$ cat src/rtl/enemy_ship_mover.sv
// Per-ship movement and firing engine: integrates scheduler step deltas into a
// clamped position, tracks the ship life cycle and raises req/ack fire requests.
module enemy_ship_mover #(
  parameter int NM          = 20,
  parameter int X_MIN       = 0,
  parameter int X_MAX       = 608,
  parameter int Y_MIN       = 0,
  parameter int Y_MAX       = 448,
  parameter int SHIP_W      = 32,
  parameter int SHIP_H      = 32,
  parameter int EXPL_CYCLES = 16
) (
  input  logic                 Clk,
  input  logic                 Reset,
  input  logic [9:0]           ESchedCtr,
  input  logic [NM-1:0][9:0]   StepX,
  input  logic [NM-1:0][9:0]   StepY,
  input  logic [NM-1:0]        FireSlot,
  input  logic [9:0]           InitialX,
  input  logic [9:0]           InitialY,
  input  logic                 Start,
  input  logic                 Hit,
  input  logic                 FireAck,
  output logic [9:0]           PosX,
  output logic [9:0]           PosY,
  output logic                 Alive,
  output logic                 Exploding,
  output logic                 FireReq,
  output logic [9:0]           FireX,
  output logic [9:0]           FireY
);

  localparam int IW = (NM > 1) ? $clog2(NM) : 1;
  localparam int CW = (EXPL_CYCLES > 1) ? $clog2(EXPL_CYCLES) : 1;

  typedef enum logic [1:0] {ST_DEAD, ST_SPAWN, ST_ACTIVE, ST_EXPLODE} state_e;

  state_e          state_q, state_d;
  logic [9:0]      ctr_s_q, ctr_s_d;
  logic [9:0]      ctr_prev_q, ctr_prev_d;
  logic [9:0]      pos_x_q, pos_x_d, pos_y_q, pos_y_d;
  logic [9:0]      fire_x_q, fire_x_d, fire_y_q, fire_y_d;
  logic            fire_req_q, fire_req_d;
  logic            alive_q, alive_d, expl_q, expl_d;
  logic [CW-1:0]   cnt_q, cnt_d;

  logic            step;
  logic [IW-1:0]   idx;

  // Positions are unsigned screen coordinates, so PosX is zero-extended (it can
  // exceed 511); the delta is sign-extended and the sum kept 12 bits wide.
  function automatic logic [9:0] clamp_add(input logic [9:0] pos,
                                           input logic [9:0] delta,
                                           input int lo, input int hi);
    logic signed [11:0] sum;
    sum = $signed({2'b00, pos}) + $signed({{2{delta[9]}}, delta});
    if (int'(sum) < lo)      return 10'(lo);
    else if (int'(sum) > hi) return 10'(hi);
    else                     return sum[9:0];
  endfunction

  // The counter is sampled first, then compared against its previous sample,
  // so a change before edge N acts at edge N+1.
  assign step = (ctr_s_q != ctr_prev_q) && (ctr_s_q < 10'(NM));
  assign idx  = ctr_s_q[IW-1:0];

  always_comb begin
    // NOTE: every _d gets a default first so no path through the case infers a latch.
    state_d    = state_q;
    ctr_s_d    = ESchedCtr;
    ctr_prev_d = ctr_s_q;
    pos_x_d    = pos_x_q;
    pos_y_d    = pos_y_q;
    fire_x_d   = fire_x_q;
    fire_y_d   = fire_y_q;
    fire_req_d = fire_req_q && !FireAck;
    cnt_d      = cnt_q;

    if (Start) begin
      state_d = ST_SPAWN;
    end else begin
      unique case (state_q)
        ST_DEAD: ;
        ST_SPAWN: begin
          pos_x_d    = InitialX;
          pos_y_d    = InitialY;
          fire_req_d = 1'b0;
          state_d    = ST_ACTIVE;
        end
        ST_ACTIVE: begin
          if (Hit) begin
            state_d    = ST_EXPLODE;
            cnt_d      = CW'(EXPL_CYCLES - 1);
            fire_req_d = 1'b0;
          end else if (step) begin
            pos_x_d = clamp_add(pos_x_q, StepX[idx], X_MIN, X_MAX);
            pos_y_d = clamp_add(pos_y_q, StepY[idx], Y_MIN, Y_MAX);
            // A slot arriving while a request is outstanding is dropped.
            if (FireSlot[idx] && !fire_req_q) begin
              fire_req_d = 1'b1;
              fire_x_d   = pos_x_q + 10'(SHIP_W / 2);
              fire_y_d   = pos_y_q + 10'(SHIP_H);
            end
          end
        end
        ST_EXPLODE: begin
          if (cnt_q == '0) state_d = ST_DEAD;
          else             cnt_d   = cnt_q - 1'b1;
        end
        default: state_d = ST_DEAD;
      endcase
    end

    alive_d = (state_d == ST_ACTIVE);
    expl_d  = (state_d == ST_EXPLODE);
  end

  always_ff @(posedge Clk) begin
    // NOTE: sequential state uses non-blocking assignments only.
    if (Reset) begin
      state_q    <= ST_DEAD;
      ctr_s_q    <= '0;
      ctr_prev_q <= '0;
      pos_x_q    <= '0;
      pos_y_q    <= '0;
      fire_x_q   <= '0;
      fire_y_q   <= '0;
      fire_req_q <= 1'b0;
      alive_q    <= 1'b0;
      expl_q     <= 1'b0;
      cnt_q      <= '0;
    end else begin
      state_q    <= state_d;
      ctr_s_q    <= ctr_s_d;
      ctr_prev_q <= ctr_prev_d;
      pos_x_q    <= pos_x_d;
      pos_y_q    <= pos_y_d;
      fire_x_q   <= fire_x_d;
      fire_y_q   <= fire_y_d;
      fire_req_q <= fire_req_d;
      alive_q    <= alive_d;
      expl_q     <= expl_d;
      cnt_q      <= cnt_d;
    end
  end

  assign PosX      = pos_x_q;
  assign PosY      = pos_y_q;
  assign FireX     = fire_x_q;
  assign FireY     = fire_y_q;
  assign FireReq   = fire_req_q;
  assign Alive     = alive_q;
  assign Exploding = expl_q;

endmodule
$ cat config.mk
export PLATFORM = sky130hd
export DESIGN_NAME = enemy_ship_mover
export DESIGN_NICKNAME = d
export VERILOG_FILES = /design/src/rtl/enemy_ship_mover.sv
export SDC_FILE = /design/constraint.sdc
export NUM_CORES = 1
export LEC_CHECK = 0
export BUFFER_PORTS_ARGS = -buffer_cell sky130_fd_sc_hd__buf_2
export CAP_MARGIN = 15
export CORE_AREA = 2 2 191 193
export CTS_CLUSTER_DIAMETER = 30
export DETAILED_ROUTE_END_ITERATION = 12
export DIE_AREA = 0 0 193 195
export MAX_ROUTING_LAYER = met4
export PLACE_DENSITY = 0.55
export SYNTH_ARGS = -nofsm -noshare
export SYNTH_HDL_FRONTEND = slang
export SYNTH_SLANG_ARGS = --single-unit
$ cat constraint.sdc
create_clock -name Clk -period 7.9 [get_ports Clk]
set_clock_uncertainty 0.1 [all_clocks]
set_input_delay 1.185 -clock Clk [delete_from_list [all_inputs] [get_ports Clk]]
set_output_delay 1.185 -clock Clk [all_outputs]
set_load 0.01 [all_outputs]
Word-level counts from Yosys, hierarchy flattened

Index checks and enable logic that the tools add are counted.

Flip-flop bits (word level): 69
Latch bits: 0
Memory bits (writable): 0
ROM bits: 0
Input port bits: 455
Word-level logic and storage cells: 73
Memories: 0

$add $sub $neg: 5
Multiply operators: 0
Div/mod/pow operators: 0
$lt $le $gt $ge: 6
Equality and inequality tests: 10
Shift-type cells: 0
Mux-type cells: 28
Bitwise gates (word level): 2
Reduce and logical (&&, ||, !) cells: 11

Operators by type and width:

| cell                                                  | count |
|---|---|
| binary-select mux 10 bit (select 5 bit)               | 2 |
| two-way mux 10 bit                                    | 10 |
| case mux 10 bit (2 select lines)                      | 2 |
| adder 11 x 10 -> 12 bit                               | 2 |
| < comparator 12 x 1 -> 1 bit (second input constant)  | 2 |
| > comparator 12 x 10 -> 1 bit (second input constant) | 1 |
| > comparator 12 x 11 -> 1 bit (second input constant) | 1 |
| adder 10 x 5 -> 10 bit (second input constant)        | 1 |
| adder 10 x 6 -> 10 bit (second input constant)        | 1 |
| < comparator 10 x 5 -> 1 bit (second input constant)  | 1 |
| != test 10 bit                                        | 1 |
| equality test 2 bit (second input constant)           | 4 |
| two-way mux 4 bit                                     | 2 |
| != test 2 bit (second input constant)                 | 4 |
| case mux 4 bit (2 select lines)                       | 1 |
| AND reduction 4 bit                                   | 2 |
| < comparator 5 x 6 -> 1 bit (second input constant)   | 1 |
| two-way mux 2 bit                                     | 3 |
| case mux 2 bit (3 select lines)                       | 1 |
| binary-select mux 1 bit (select 5 bit)                | 1 |
| two-way mux 1 bit                                     | 5 |
| AND reduction 5 bit                                   | 1 |
| zero test 4 bit                                       | 1 |
| nonzero test 2 bit                                    | 2 |
| other kinds (6)                                       | 10 |

Depth between registers and ports, before layout

Depth in word-level cells: 9
Mapped depth: 20
Mapped depth without buffers: 15

Worst setup path after synthesis

No wires, ideal clock.

Path type: register -> register
Start: register ctr_s_q[0], in the netlist ctr_prev_d[0]
End: register pos_x_q[8], in the netlist PosX[8]
Library setup time: 70 ps
Data arrival time: 4521 ps
Path slack: 3209 ps
Stages on the path, launching flop included: 19
Clock period less this slack: 4691 ps
Cells stage by stage: dfxtp_1 > buf_6 > buf_2 > buf_2 > buf_2 > mux4_2 > mux4_2 > inv_1 > o21ai_0 > ha_1 > a2111oi_0 > o21ai_0 > a311oi_1 > o21bai_1 > xnor2_1 > and2_1 > buf_4 > or3b_1 > a21oi_1

Cells in the longest elaborated chain, start to end: 9
Elaborated cells on any way between the ends: 15

RTL lines:

| what                                     | line | RTL |
|---|---|---|
| start: declaration                       | 39   | `logic [9:0] ctr_s_q, ctr_s_d;` |
| start signal: assignment                 | 134  | `ctr_s_q <= ctr_s_d;` |
| binary-select mux 10 bit (select 5 bit)  | 96   | `pos_x_d = clamp_add(pos_x_q, StepX[idx], X_MIN, X_MAX);` |
| two-way mux 10 bit (implied by the code) | 96   |  |
| adder 11 x 10 -> 12 bit                  | 56   | `sum = $signed({2'b00, pos}) + $signed({{2{delta[9]}}, delta});` |
| > comparator 12 x 11 -> 1 bit            | 58   | `else if (int'(sum) > hi) return 10'(hi);` |
| two-way mux 10 bit                       | 58   |  |
| two-way mux 10 bit                       | 57   | `if (int'(sum) < lo) return 10'(lo);` |
| two-way mux 10 bit                       | 95   | `end else if (step) begin` |
| two-way mux 10 bit                       | 91   | `if (Hit) begin` |
| case mux 10 bit (2 select lines)         | 82   | `unique case (state_q)` |
| end signal: assignment                   | 136  | `pos_x_q <= pos_x_d;` |
| end: declaration                         | 41   | `logic [9:0] pos_x_q, pos_x_d, pos_y_q, pos_y_d;` |

Parallel ways exist; a longest one is shown, timed or not. The select of a mux whose other input is x is not followed.
A chain may end at the register's enable or synchronous reset.

Worst setup path in the final report

Start: register ctr_s_q[0], in the netlist ctr_prev_d[0]
End: register pos_x_q[7], in the netlist PosX[7]

The elaborated chain is that of the path after synthesis.

==> results.cfg <==
[clock_tree]
htree_levels = 3
cts_resized = 0
holdBufCountCts = 0
cts_made_buffers = 9
worstSkewPairLatency_ns = 0.34
cts_setup_buffers = 0
root_buffer = clkbuf_16
clk_pin_slew_ns = 0.06
clock_path_buffers = 2
cts_num_sinks = 69
tritoncts = built

[drt]
avgRoutedWirePerCell_um = 20.50
drtPass1Iterations = 5
drt_iter0_markers = 296
drc_errors = 0
vias_per_cell = 4.698
final_antenna_net_count = 0
routed_wl_um = 33270
vias = 7625

[logic_synthesis]
syn-cell-area_um2 = 7251
synth_area_leaders = mux4_2 (34%), dfxtp_1 (19%), ha_1 (4.8%)
netlist-cell-type-count = 58
synth-main-ff-cell = dfxtp_1
synth_edf_count = 0
synth_top_area_cell = mux4_2
yosysMostFrequentCell = mux4_2
ys_warn_count = 0
synth_top_area_share_pct = 34.48
yosysSeqAreaShare_pct = 19.05
synthCells = 684
synth_common_cells = mux4_2 (111), dfxtp_1 (69), nor2_1 (54)
async_flop_share_pct = 0
ys_seq_elements = 69
syn_area_per_cell_um2 = 10.60
synth_nets = 1169

[critical_path]
crit_path_end_kind = register
worstPathRequired_ns = 8.07
crit_arrival_ns = 5.57
cp_max_fo = 48
crit_path_start_kind = register
critPathKind = reg2reg

[sta]
setup_tns_ns = 0
worstMarginPinSlew_ns = 0.8820
relSlewSlack_pct = 41.20
fmax_mhz = 185.4
finalCriticalPeriod_ns = 5.395
setup_viol = 0
hold_viol = 0
timing.final.ws_setup_ns = 2.505
slew_viol_final = 0
rsz0062_at_grt = false
fin_crit_sh_pct = 68.29

[hold_path]
holdCritPathClass = reg2reg

[final_layout]
area_delta_synth_final_pct = 44.76
fin_cells = 1623
final_nets = 1634
drive_above_1_share_pct = 56.41
utilization_pct = 29.65
fill_cells = 3799

[pwr]
p_leak_nw = 4.781
worst_ir_drop_vdd_v = 0.0001065
total_power_mw = 1.316
pwr_density_cell_nw_per_um2 = 125.3

[placed_design]
pre_cts_slack_ns = 2.488
port_buffers = 497
dp_cells = 1599
gp_congestion = 0.9803
dp_hpwl_um = 28680

[global_route]
antenna_found_initial = 10
grt-ovfl-total = 0
grt.total_usage_pct = 17.67
grt_pass1_wl_um = 47930
grt_max_degree = 59
grt_pass1_vias = 7925

[floorplan]
ioPinCount = 498
start_util_pct = 20.48
die_h_um = 195
core_area_um2 = 35400
core.rowCount = 69
die-area_um2 = 37640
die_width_um = 193

[outcome]
status = finished, final reports clean

[job]
max_cap_viol_count = 0
state kept, by name, summed over array words and instances (netlist names):
signal and cells:
Alive 1, cnt_q 4, ctr_prev_d 10, FireX 10, state_q 2, ctr_prev_q 10, PosY 10, FireReq 1
Exploding 1, PosX 10, FireY 10
power by group:
group	switching, mW	total [mW]	internal, mW	leakage, nW
clock	0.156	0.408	0.252	0.152
sequential	0.0306	0.393	0.362	0.565
combinational	0.238	0.515	0.277	4.06
total	0.425	1.32	0.891	4.78
cell families (layout without fill, tap and decap cells):
group / Yosys count / after routing / share of synthesized area [%]
flops: 69 / 69 / 19.05
xor+xnor: 38 / 38 / 4.590
simple gates: 170 / 170 / 11.85
buf+inv: 89 / 559 / 5.315
fa+ha+maj: 30 / 30 / 5.384
other cells: 0 / 8 / 0
compound gates: 135 / 135 / 11.87
mux: 153 / 153 / 41.93
metal layers:
layer | GRT usage (%) | vias up | routed length (um)
li1 | - | 3623 | -
met1 | 22.10 | 3638 | 14100
met2 | 28.86 | 318 | 16350
met3 | 3.145 | 46 | 1914
met4 | 5.640 | 0 | 909
met5 | - | - | 0
critical path, cell delays in order (launching register included):
cell	delay, ns
dfxtp_4	0.91
buf_4	0.54
mux4_2	0.55
mux4_2	0.47
inv_1	0.12
o21ai_0	0.10
ha_1	0.37
a2111oi_0	0.38
o21ai_0	0.19
a311oi_1	0.37
o21bai_1	0.15
xnor2_1	0.20
and2_1	0.30
or3b_1	0.38
a21oi_1	0.14
layout by cell type (no fill, tap or decap), types with 24 or more instances in the layout:
cell type  count
o21ai_0       40
inv_1         36
nand3_1       28
nor2b_1       24
a21oi_1       35
buf_2        497
dfxtp_1       64
mux2i_1       30
mux4_2       111
nor2_1        53
ha_1          28
path summary, 6_finish.rpt:
| check | startpoint | to | slack [ns] | depth (start not counted) |
|---|---|---|---|---|
| setup / recovery | ctr_prev_d[0] | PosX[7] | 2.51 | 14 |
| hold / removal | FireY[6] | FireY[6] | 0.39 | 2 |
| setup reg to reg | ctr_prev_d[0] | PosX[7] | 2.51 | 14 |
| hold reg to reg | FireY[6] | FireY[6] | 0.39 | 2 |
layout make-up:
class | instances | area (um2) | share of cell area, %
well taps | 461 | 576.8 | 5.495
clock inverters | 6 | 62.56 | 0.5960
repair buffers | 506 | 2580 | 24.58
clock buffers | 10 | 239.0 | 2.277
diodes | 8 | 20.02 | 0.1907
flip-flops and latches | 69 | 1393 | 13.27
inverters | 37 | 138.9 | 1.323
multi-input cells | 526 | 5487 | 52.27
stage by stage:
| stage | cell area, um2 | hold slack [ns] |
|---|---|---|
| floorplan | 7251 | 0.3610 |
| global placement | 10170 | 0.3676 |
| detailed placement | 10170 | 0.3789 |
| CTS | 10480 | 0.3925 |
| global route | 10490 | 0.4104 |
| finish | 10500 | 0.3883 |
No activity file was read; power rests on OpenSTA's default activity.
